[config.mk]
export PLATFORM = sky130hd
export DESIGN_NAME = c_ram_scheduler
export DESIGN_NICKNAME = d
export VERILOG_FILES = /design/src/rtl/c_ram_pkg.sv /design/src/rtl/c_ram_scheduler.sv
export SDC_FILE = /design/constraint.sdc
export NUM_CORES = 1
export LEC_CHECK = 0
export ABC_AREA = 1
export ABC_CLOCK_PERIOD_IN_PS = 3820
export BUFFER_PORTS_ARGS = -buffer_cell sky130_fd_sc_hd__buf_4
export CORE_MARGIN = 1
export CORE_UTILIZATION = 52
export CTS_CLUSTER_SIZE = 16
export DETAILED_ROUTE_END_ITERATION = 6
export PLACE_DENSITY_LB_ADDON = 0.25
export SETUP_SLACK_MARGIN = 0.4
export SYNTH_ARGS = -nofsm -noshare
export SYNTH_HDL_FRONTEND = slang
export SYNTH_SLANG_ARGS = --single-unit
[constraint.sdc]
create_clock -name clk -period 3.82 [get_ports clk]
set_clock_uncertainty 0.1 [all_clocks]
set_input_delay 0.764 -clock clk [delete_from_list [all_inputs] [get_ports clk]]
set_output_delay 0.764 -clock clk [all_outputs]
set_load 0.005 [all_outputs]
[src/rtl/c_ram_pkg.sv]
// Shared sizing and FSM encoding for the C operand RAM path.
// The scheduler, the C RAM controller and the datapath all import this
// package so they agree on word count, address width and read latency.
package c_ram_pkg;

  localparam int WORDS  = 16;  // words per operand, 2**ADDR_W
  localparam int ADDR_W = 4;   // RAM address width
  localparam int ITER_W = 8;   // outer iteration count width
  localparam int RD_LAT = 2;   // read request -> valid data (ctrl reg + RAM)

  typedef enum logic [2:0] {
    S_IDLE,
    S_PRIME,
    S_PWAIT,
    S_READ,
    S_WAIT,
    S_STEP,
    S_WRITE,
    S_DONE
  } state_t;

endpackage

[src/rtl/c_ram_scheduler.sv]
// c_ram_scheduler: word-serial request sequencer for the C operand RAM.
// Per outer iteration it issues one lookahead read (word 0), then walks
// every word as read -> wait RD_LAT -> compute (dp_step/dp_ready) -> write.
//
// Ports:
//   clk, rst            clock, synchronous active-high reset
//   start, num_iter     launch a run of num_iter iterations (ignored if busy)
//   busy, done          run in progress / one-cycle completion pulse
//   write_ram, read_ram_1, read_ram_2 + *_address
//                       request strobes and addresses to the RAM controller
//   dp_prime            lookahead word is valid on the RAM output
//   dp_step, dp_ready   per-word handshake with the arithmetic datapath
//   iter_idx, word_idx  current outer iteration / word
//
// Every output is a register loaded from the next-state decode, so the
// outputs reflect the current state without any input-to-output path.
module c_ram_scheduler #(
  parameter int WORDS  = c_ram_pkg::WORDS,
  parameter int ADDR_W = c_ram_pkg::ADDR_W,
  parameter int ITER_W = c_ram_pkg::ITER_W,
  parameter int RD_LAT = c_ram_pkg::RD_LAT
) (
  input  logic              clk,
  input  logic              rst,
  input  logic              start,
  input  logic [ITER_W-1:0] num_iter,
  output logic              busy,
  output logic              done,
  output logic              write_ram,
  output logic              read_ram_1,
  output logic              read_ram_2,
  output logic [ADDR_W-1:0] write_address,
  output logic [ADDR_W-1:0] read_address_1,
  output logic [ADDR_W-1:0] read_address_2,
  output logic              dp_prime,
  output logic              dp_step,
  input  logic              dp_ready,
  output logic [ITER_W-1:0] iter_idx,
  output logic [ADDR_W-1:0] word_idx
);
  import c_ram_pkg::*;

  // latency counter holds RD_LAT-1 down to 0 (RD_LAT >= 1)
  localparam int LAT_W = (RD_LAT > 1) ? $clog2(RD_LAT) : 1;
  localparam logic [LAT_W-1:0]  LAT_LOAD  = LAT_W'(RD_LAT - 1);
  localparam logic [ADDR_W-1:0] LAST_WORD = ADDR_W'(WORDS - 1);

  state_t            state, state_n;
  logic [LAT_W-1:0]  lat, lat_n;
  logic [ITER_W-1:0] n_iter, n_iter_n;
  logic [ITER_W-1:0] iter_n;
  logic [ADDR_W-1:0] word_n;

  always_comb begin
    state_n  = state;
    lat_n    = lat;
    n_iter_n = n_iter;
    iter_n   = iter_idx;
    word_n   = word_idx;
    case (state)
      S_IDLE: begin
        if (start) begin
          if (num_iter != '0) begin
            n_iter_n = num_iter;
            iter_n   = '0;
            word_n   = '0;
            state_n  = S_PRIME;
          end else begin
            state_n  = S_DONE;
          end
        end
      end
      S_PRIME: begin
        state_n = S_PWAIT;
        lat_n   = LAT_LOAD;
      end
      S_PWAIT: begin
        if (lat == '0) state_n = S_READ;
        else           lat_n   = lat - 1'b1;
      end
      S_READ: begin
        state_n = S_WAIT;
        lat_n   = LAT_LOAD;
      end
      S_WAIT: begin
        if (lat == '0) state_n = S_STEP;
        else           lat_n   = lat - 1'b1;
      end
      S_STEP: begin
        if (dp_ready) state_n = S_WRITE;
      end
      S_WRITE: begin
        if (word_idx != LAST_WORD) begin
          word_n  = word_idx + 1'b1;
          state_n = S_READ;
        end else if (iter_idx < n_iter - ITER_W'(1)) begin
          word_n  = word_idx + 1'b1;  // wraps to 0
          iter_n  = iter_idx + 1'b1;
          state_n = S_PRIME;
        end else begin
          state_n = S_DONE;
        end
      end
      S_DONE:  state_n = S_IDLE;
      default: state_n = S_IDLE;
    endcase
  end

  // next-cycle output decode; only one of the request strobes can be set
  // because each maps to a distinct state
  logic busy_n, done_n, wr_n, rd1_n, rd2_n, prime_n, step_n;

  always_comb begin
    busy_n  = (state_n != S_IDLE) && (state_n != S_DONE);
    done_n  = (state_n == S_DONE);
    wr_n    = (state_n == S_WRITE);
    rd1_n   = (state_n == S_READ);
    rd2_n   = (state_n == S_PRIME);
    prime_n = (state_n == S_PWAIT) && (lat_n == '0);
    step_n  = (state_n == S_STEP);
  end

  always_ff @(posedge clk) begin
    if (rst) begin
      state          <= S_IDLE;
      lat            <= '0;
      n_iter         <= '0;
      iter_idx       <= '0;
      word_idx       <= '0;
      busy           <= 1'b0;
      done           <= 1'b0;
      write_ram      <= 1'b0;
      read_ram_1     <= 1'b0;
      read_ram_2     <= 1'b0;
      dp_prime       <= 1'b0;
      dp_step        <= 1'b0;
      write_address  <= '0;
      read_address_1 <= '0;
      read_address_2 <= '0;
    end else begin
      state      <= state_n;
      lat        <= lat_n;
      n_iter     <= n_iter_n;
      iter_idx   <= iter_n;
      word_idx   <= word_n;
      busy       <= busy_n;
      done       <= done_n;
      write_ram  <= wr_n;
      read_ram_1 <= rd1_n;
      read_ram_2 <= rd2_n;
      dp_prime   <= prime_n;
      dp_step    <= step_n;
      // addresses only move with their strobe; they hold otherwise
      if (wr_n)  write_address  <= word_n;
      if (rd1_n) read_address_1 <= word_n;
      if (rd2_n) read_address_2 <= '0;  // lookahead always starts at word 0
    end
  end

endmodule

==> results.yml, run 1 <==
outcome:
  outcome: "finished clean"
global_routing:
  grt_remaining_overflow: 0
  grt_pass1_wl_um: 7410
  grt_pass1_vias: 1761
  gr-usage-all-layers_pct: 22.4
  grt_max_degree: 21
  antenna_found_initial: 0
pwr:
  sw_frac_of_total_pct: 39.1
  intPower_mw: 1.06
  power_density_nw_per_um2: 693
  clockPowerShare_pct: 23.1
  irDropWorstVdd_mv: 0.505
  power.leakage_nw: 1.20
  comb_power_share_pct: 44.4
  sequentialPowerShare_pct: 32.5
  net-switching-power_mw: 0.680
final_layout:
  final_nets: 346
  syn_to_final_growth_pct: 20.9
  diodes: 0
  final_layout_size_suffix_gt1_share_pct: 18.8
  design_area_um2: 2510
route:
  wl_um: 4270
  wl_per_cell_um: 11.5
  via_per_inst: 5.02
  drt_iter0_drc: 87
  firstDrtPassIters: 4
  vias: 1871
  drcViolationCount: 0
  antenna_left: 0
yosys:
  ys_top_cells_by_area: "dfxtp_1 38%, nand2_1 8.7%, inv_1 7.1%, nor2_1 6.7%, ha_1 6.0%"
  ys_types: 36
  yosys.area.top_type: "dfxtp_1"
  synthesis.area_um2: 2080
  synthCells: 285
  yosysTopAreaCellShare_pct: 37.6
  seq_area_frac_synth_pct: 37.6
  ys_ff_latch: 39
  synth.avg_cell_area_um2: 7.28
  yosys_warnings: 0
die:
  die_w_um: 65.2
  dieArea_um2: 4250
  core_area_um2: 3740
  start_util_pct: 55.4
  die_y_um: 65.2
  fp-row-count: 22
  pin_count: 43
place:
  dpl_cell_area_um2: 2380
  io_buffers: 38
  hpwl_um: 3230
  place_congestion: 0.846
worst_setup_path:
  r2r_slack_ps: 950
  reg2reg_depth: 15
  reg2reg_from: "n_iter[0]"
  critPathKind: "flop to flop"
  critPathMaxFanout: 12
  crit_path_start_kind: "flop"
  r2r_end: "iter_idx[5]"
  critical_path_required_ps: 3910
  cp.arrival_ps: 2950
  crit_path_end_kind: "flop"
  critPathLaunch: "n_iter[0]"
timing:
  tightest_slew_ps: 608
  slew_headroom_pct: 59.4
  finalCritPeriodShare_pct: 75.1
  period_minus_slack_ps: 2870
  rsz0062_at_grt: "no"
  setup_viol: 0
  finalMaxSlewViolations: 0
  clock.fmax_mhz: 349
  fin_tns_setup_ps: 0
  whs_ps: 376
  finalHoldViolations: 0
cts:
  hold_buffers: 0
  post_cts_buffers: 0
  cts_buffers: 5
  cts_resized: 0
  cts.sinks: 39
  clkLatencyLatePin_ps: 290
  root_buffer: "clkbuf_8"
  clkSlewWorstSetupHoldPaths_ps: 70
  cts_tree: "built"
  clockBufferDepth: 2
  h-tree-depth: 2
job:
  maxCapViolCount: 0
min_path:
  hp-class: "flop to flop"
  hold_depth: 2
  min_to: "n_iter[1]"
  hp-start: "n_iter[1]"
[worst max-delay path by stage]
stage	cells past startpoint	end
global route	15	iter_idx[5]
floorplan	15	iter_idx[6]
finish	15	iter_idx[5]
detailed placement	15	iter_idx[5]
global placement	15	iter_idx[5]
CTS	15	iter_idx[5]
[per-layer routing]
metal / share of wire [%] / routed length (um) / global-route usage [%] / up-vias
met3: 4.6 / 197 / 5.21 / 7
met1: 45 / 1920 / 25.6 / 832
met5: 0 / 0 / 0 / -
met4: 1.0 / 44 / 7.34 / 0
met2: 49 / 2110 / 40.6 / 38
li1: - / - / - / 994
[cells by family (layout without fill, tap and decap cells)]
group           count (synthesis)  count (layout)  share of synthesized area, %
simple gates                  127             127                          28.8
buf+inv                        50              87                          10.1
compound gates                 49              49                          13.5
flops                          39              39                          37.6
fa+ha+maj                      10              10                          6.03
xor+xnor                        9               9                          3.80
other cells                     1               4                         0.181
[Yosys cell counts]
library cell	number
nor2_2	3
nand2_2	1
nor2_1	37
dfxtp_1	39
buf_6	1
xnor2_1	1
and3_1	1
nor3_1	7
a31oi_2	1
nand4_1	6
nor3b_1	2
buf_4	4
nor3b_2	1
o31ai_1	1
inv_2	2
nand3_2	3
o21ai_1	2
nand2_1	48
nor3_2	1
inv_1	39
nand3b_1	1
nand3_1	13
o21ai_0	21
xor2_1	8
o21bai_1	3
ha_1	10
or2_2	1
o211ai_1	1
a21oi_1	17
nor3_4	1
a211oi_1	1
conb_1	1
o22ai_1	1
nor2_4	1
a21oi_4	1
clkbuf_1	4
[flip-flops by register name, indices dropped and copies added, names as in the netlist]
signal          count
busy                1
done                1
dp_prime            1
dp_step             1
iter_idx            8
lat                 1
n_iter              8
read_address_1      4
read_ram_1          1
read_ram_2          1
state               3
word_idx            4
write_address       4
write_ram           1
[per-stage QoR]
stage / setup slack (ps) / utilization [%] / instances / total power [mW]
5_1_grt: 611 / 67.0 / 373 / 1.89
3_5_place_dp: 970 / 63.5 / 365 / 1.34
6_report: 952 / 67.0 / 373 / 1.74
3_3_place_gp: 1120 / 63.5 / 365 / 1.32
4_1_cts: 948 / 67.0 / 373 / 1.75
2_1_floorplan: 1370 / - / 288 / 1.16
[cells in the final DEF (no fill, tap or decap), drive strengths merged]
cell type	Yosys	final
a211oi	1	1
a21oi	18	18
a31oi	1	1
and3	1	1
buf	5	38
bufinv	0	2
clkbuf	4	6
conb	1	4
dfxtp	39	39
ha	10	10
inv	41	41
nand2	49	49
nand3	16	16
nand3b	1	1
nand4	6	6
nor2	41	41
nor3	9	9
nor3b	3	3
o211ai	1	1
o21ai	23	23
o21bai	3	3
o22ai	1	1
o31ai	1	1
or2	1	1
xnor2	1	1
xor2	8	8
[critical path, cell delays in order (launching register included)]
cell and delay [ps]:
dfxtp_1 310, inv_1 110, ha_1 200, nand3_1 130, nor3_1 210, xor2_1 180
ha_1 240, nand2_1 80, nor2_1 50, nor3_1 190, nand2_1 140, nand2_1 150
nand3_2 220, nor2_1 230, and3_1 180, nor2_1 40
[power groups by stage]
stage                     clock, mW  combinational (mW)  sequential, mW
after floorplan                   0               0.593           0.567
after global placement            0               0.748           0.573
after detailed placement          0               0.765           0.576
after CTS                     0.407               0.774           0.567
after global routing          0.430               0.879           0.580
final                         0.402               0.772           0.566
[final cells by class]
type	instances	area [um^2]
tap	48	60.1
clock buffer	6	72.6
clock inverter	2	60.1
fill	341	1230
inverter	41	154
timing repair buffer	38	285
multi-input combinational	199	1100
sequential	39	781
No activity file was read; power rests on OpenSTA's default activity.
==> run 2, diff against run 1 <==
ABC_AREA = 0   (was 1)
ABC_CLOCK_PERIOD_IN_PS = 3000   (was 3820)
clock period = 3 ns   (was 3.82 ns; I/O delays follow)
==> run 2 against run 1 <==
The flow now finishes with violations (setup timing). Flip-flop and latch count unchanged. Setup slack got worse by 1100 ps. Via count is 5.9% higher. Non-clock buffer count rose by 22. Cell count down 12%. Area after synthesis up 1.6%. Clock-buffer cell count unchanged. Utilization is 9.4 points higher. First-iteration DRC count increased by 130%. Critical path depth is 5 lower. Largest power group is now sequential cells.
==> results.yml, run 2 <==
outcome:
  outcome: "finished with violations"
  violations: "setup timing"
route:
  wl_um: 5570
  wl_per_cell_um: 16.9
  via_per_inst: 6.00
  drt_iter0_drc: 197
  vias: 1981
  firstDrtPassIters: 4
  drcViolationCount: 0
  antenna_left: 0
yosys:
  yosysTopAreaCellShare_pct: 37.0
  ys_types: 59
  yosys-top-cells-count: "39 x dfxtp_1, 26 x nor2_1, 11 x mux2i_1, 10 x ha_1, 9 x a21oi_1"
  muxShareOfSynthArea_pct: 6.29
  yosys.area.top_type: "dfxtp_1"
  seq_area_frac_synth_pct: 37.0
  yosys.cell_count.top_type: "dfxtp_1"
  synth-simple-area-share_pct: 22.7
  synth_edf_count: 0
  synthAdderAreaFrac_pct: 5.93
  synth.avg_cell_area_um2: 9.41
  synthFlopType: "dfxtp_1"
  synth_top_family_by_area: "simple AND/OR/NAND/NOR gates"
  synthesis.area_um2: 2110
  synthCells: 224
  async_reset_ff_share_pct: 0
  synthXorXnorAreaFrac_pct: 4.57
  ys_ff_latch: 39
  synth_compound_gate_area_share_pct: 17.9
  ys_top_cells_by_area: "dfxtp_1 37%, ha_1 5.9%, mux2i_1 5.2%, nor2_1 4.6%, xor2_1 2.5%"
  yosys_warnings: 0
timing:
  finalMaxSlewViolations: 0
  finalHoldViolations: 0
  finalCritPeriodShare_pct: 103
  period_minus_slack_ps: 3100
  fin_ws_ps: -103
  slew_headroom_pct: 44.3
  tightest_slew_ps: 835
  clock.fmax_mhz: 322
  setup_viol: 8
  whs_ps: 390
  rsz0062_at_grt: "yes"
worst_setup_path:
  crit_slowest_cell: "or4_4"
  r2r_slack_ps: -100
  critical_path_required_ps: 3090
  crit_end: "write_address[2]"
  crit_path_max_incr_delay_ps: 550
  crit_path_end_kind: "flop"
  critPathLaunch: "n_iter[5]"
  cp_cell_sequence: "or4_4 -> nor4_4 -> xnor2_1 -> ha_1 -> nand4_1 -> a21oi_4 -> a211oi_2 -> o221a_2 -> nor3_4 -> mux2_4"
  crit_path_start_kind: "flop"
  critPathTopFamily: "simple AND/OR/NAND/NOR gates"
  critPathMaxFanout: 4
  reg2reg_depth: 10
  cp.arrival_ps: 3200
  path_depth: 10
  reg2reg_from: "n_iter[5]"
  r2r_end: "write_address[2]"
  critPathKind: "flop to flop"
  crit_buf_inv: 0
pwr:
  net-switching-power_mw: 0.451
  clockPowerShare_pct: 31.6
  comb_power_share_pct: 28.3
  irDropWorstVdd_mv: 0.352
  power_density_nw_per_um2: 508
  intPower_mw: 1.01
  sw_frac_of_total_pct: 30.9
  power.leakage_nw: 1.17
  sequentialPowerShare_pct: 40.1
final_layout:
  reg_top3: "iter_idx x8, n_iter x8"
  final_nets: 303
  instances_no_fill: 330
  post-route-util_pct: 76.4
  layout_common_cells: "51 x buf_4, 37 x dfxtp_1, 23 x nor2_1, 11 x mux2i_1, 10 x ha_1"
  design_area_um2: 2880
  fillerInstances: 241
  final_layout_size_suffix_gt1_share_pct: 40.8
  layout_commonest_cell: "buf_4"
  syn_to_final_growth_pct: 36.6
  diodes: 0
die:
  fp-row-count: 22
  die_w_um: 65.7
  core_area_um2: 3770
  pin_count: 43
  die_y_um: 65.7
  dieArea_um2: 4310
  start_util_pct: 55.9
cts:
  clkLatencyLatePin_ps: 300
  clockBufferDepth: 2
  cts_buffers: 5
  clkSlewWorstSetupHoldPaths_ps: 80
  root_buffer: "clkbuf_8"
  cts.sinks: 39
  h-tree-depth: 2
  hold_buffers: 0
  cts_tree: "built"
place:
  dpl_cell_area_um2: 2470
  dp_slack_ps: 49.0
  io_buffers: 38
  place_congestion: 0.788
  place_inst: 306
  hpwl_um: 3180
global_routing:
  antenna_found_initial: 0
  grt_pass1_vias: 1767
  grt_remaining_overflow: 0
  gr-usage-all-layers_pct: 25.0
  grt_pass1_wl_um: 8220
  grt_max_degree: 28
job:
  maxCapViolCount: 0
min_path:
  hp-class: "flop to flop"
[run 2: cell families (layout without fill, tap and decap cells)]
group	count (synthesis)	in the layout
xor+xnor	11	11
mux	13	13
flops	39	39
simple gates	82	82
compound gates	47	47
buf+inv	21	76
other cells	1	4
fa+ha+maj	10	10
[run 2: power by group through the flow]
stage | clock [mW] | combinational, mW | sequential, mW
finish | 0.462 | 0.414 | 0.587
global route | 0.484 | 0.447 | 0.591
global placement | 0 | 0.307 | 0.596
CTS | 0.463 | 0.356 | 0.585
detailed placement | 0 | 0.312 | 0.597
floorplan | 0 | 0.241 | 0.587
[run 2: area by class of cell]
cell class / instances / area [um^2] / share of cell area [%]
clock buffers: 6 / 82.6 / 2.87
clock inverters: 2 / 35.0 / 1.22
inverters: 8 / 30.0 / 1.04
multi-input cells: 167 / 1410 / 48.8
flip-flops and latches: 39 / 783 / 27.2
well taps: 48 / 60.1 / 2.09
repair buffers: 60 / 484 / 16.8
[run 2: worst min path at each step]
stage	from	end	slack, ps	cells past startpoint
6_report	write_address[3]	write_address[3]	390	2
5_1_grt	read_address_1[3]	read_address_1[3]	420	2
4_1_cts	write_address[3]	write_address[3]	390	2
3_5_place_dp	write_address[3]	write_address[3]	370	2
3_3_place_gp	write_address[3]	write_address[3]	370	2
2_1_floorplan	write_address[3]	write_address[3]	370	2
[run 2: worst min-delay path, stage by stage, from the launching register on]
cell and delay [ps]:
dfxtp_1 320, nand2b_1 60, mux2i_1 60
[run 2: through the flow]
| step | setup TNS (ps) | power (mW) |
|---|---|---|
| floorplan | 0 | 0.828 |
| global placement | 0 | 0.903 |
| detailed placement | 0 | 0.909 |
| CTS | 0 | 1.40 |
| global route | -1850 | 1.52 |
| finish | -302 | 1.46 |
[run 2: metal layers]
metal | global-route usage, % | wire, um
met5 | 0 | 0
met4 | 8.15 | 159
met3 | 5.73 | 362
met2 | 39.7 | 2670
met1 | 33.0 | 2380
[run 2: repair_timing]
action,4_1_cts,5_1_grt
setup buffers,8,8
gates resized for setup,18,22
pin swaps,10,15
endpoints found under the setup margin,28,29
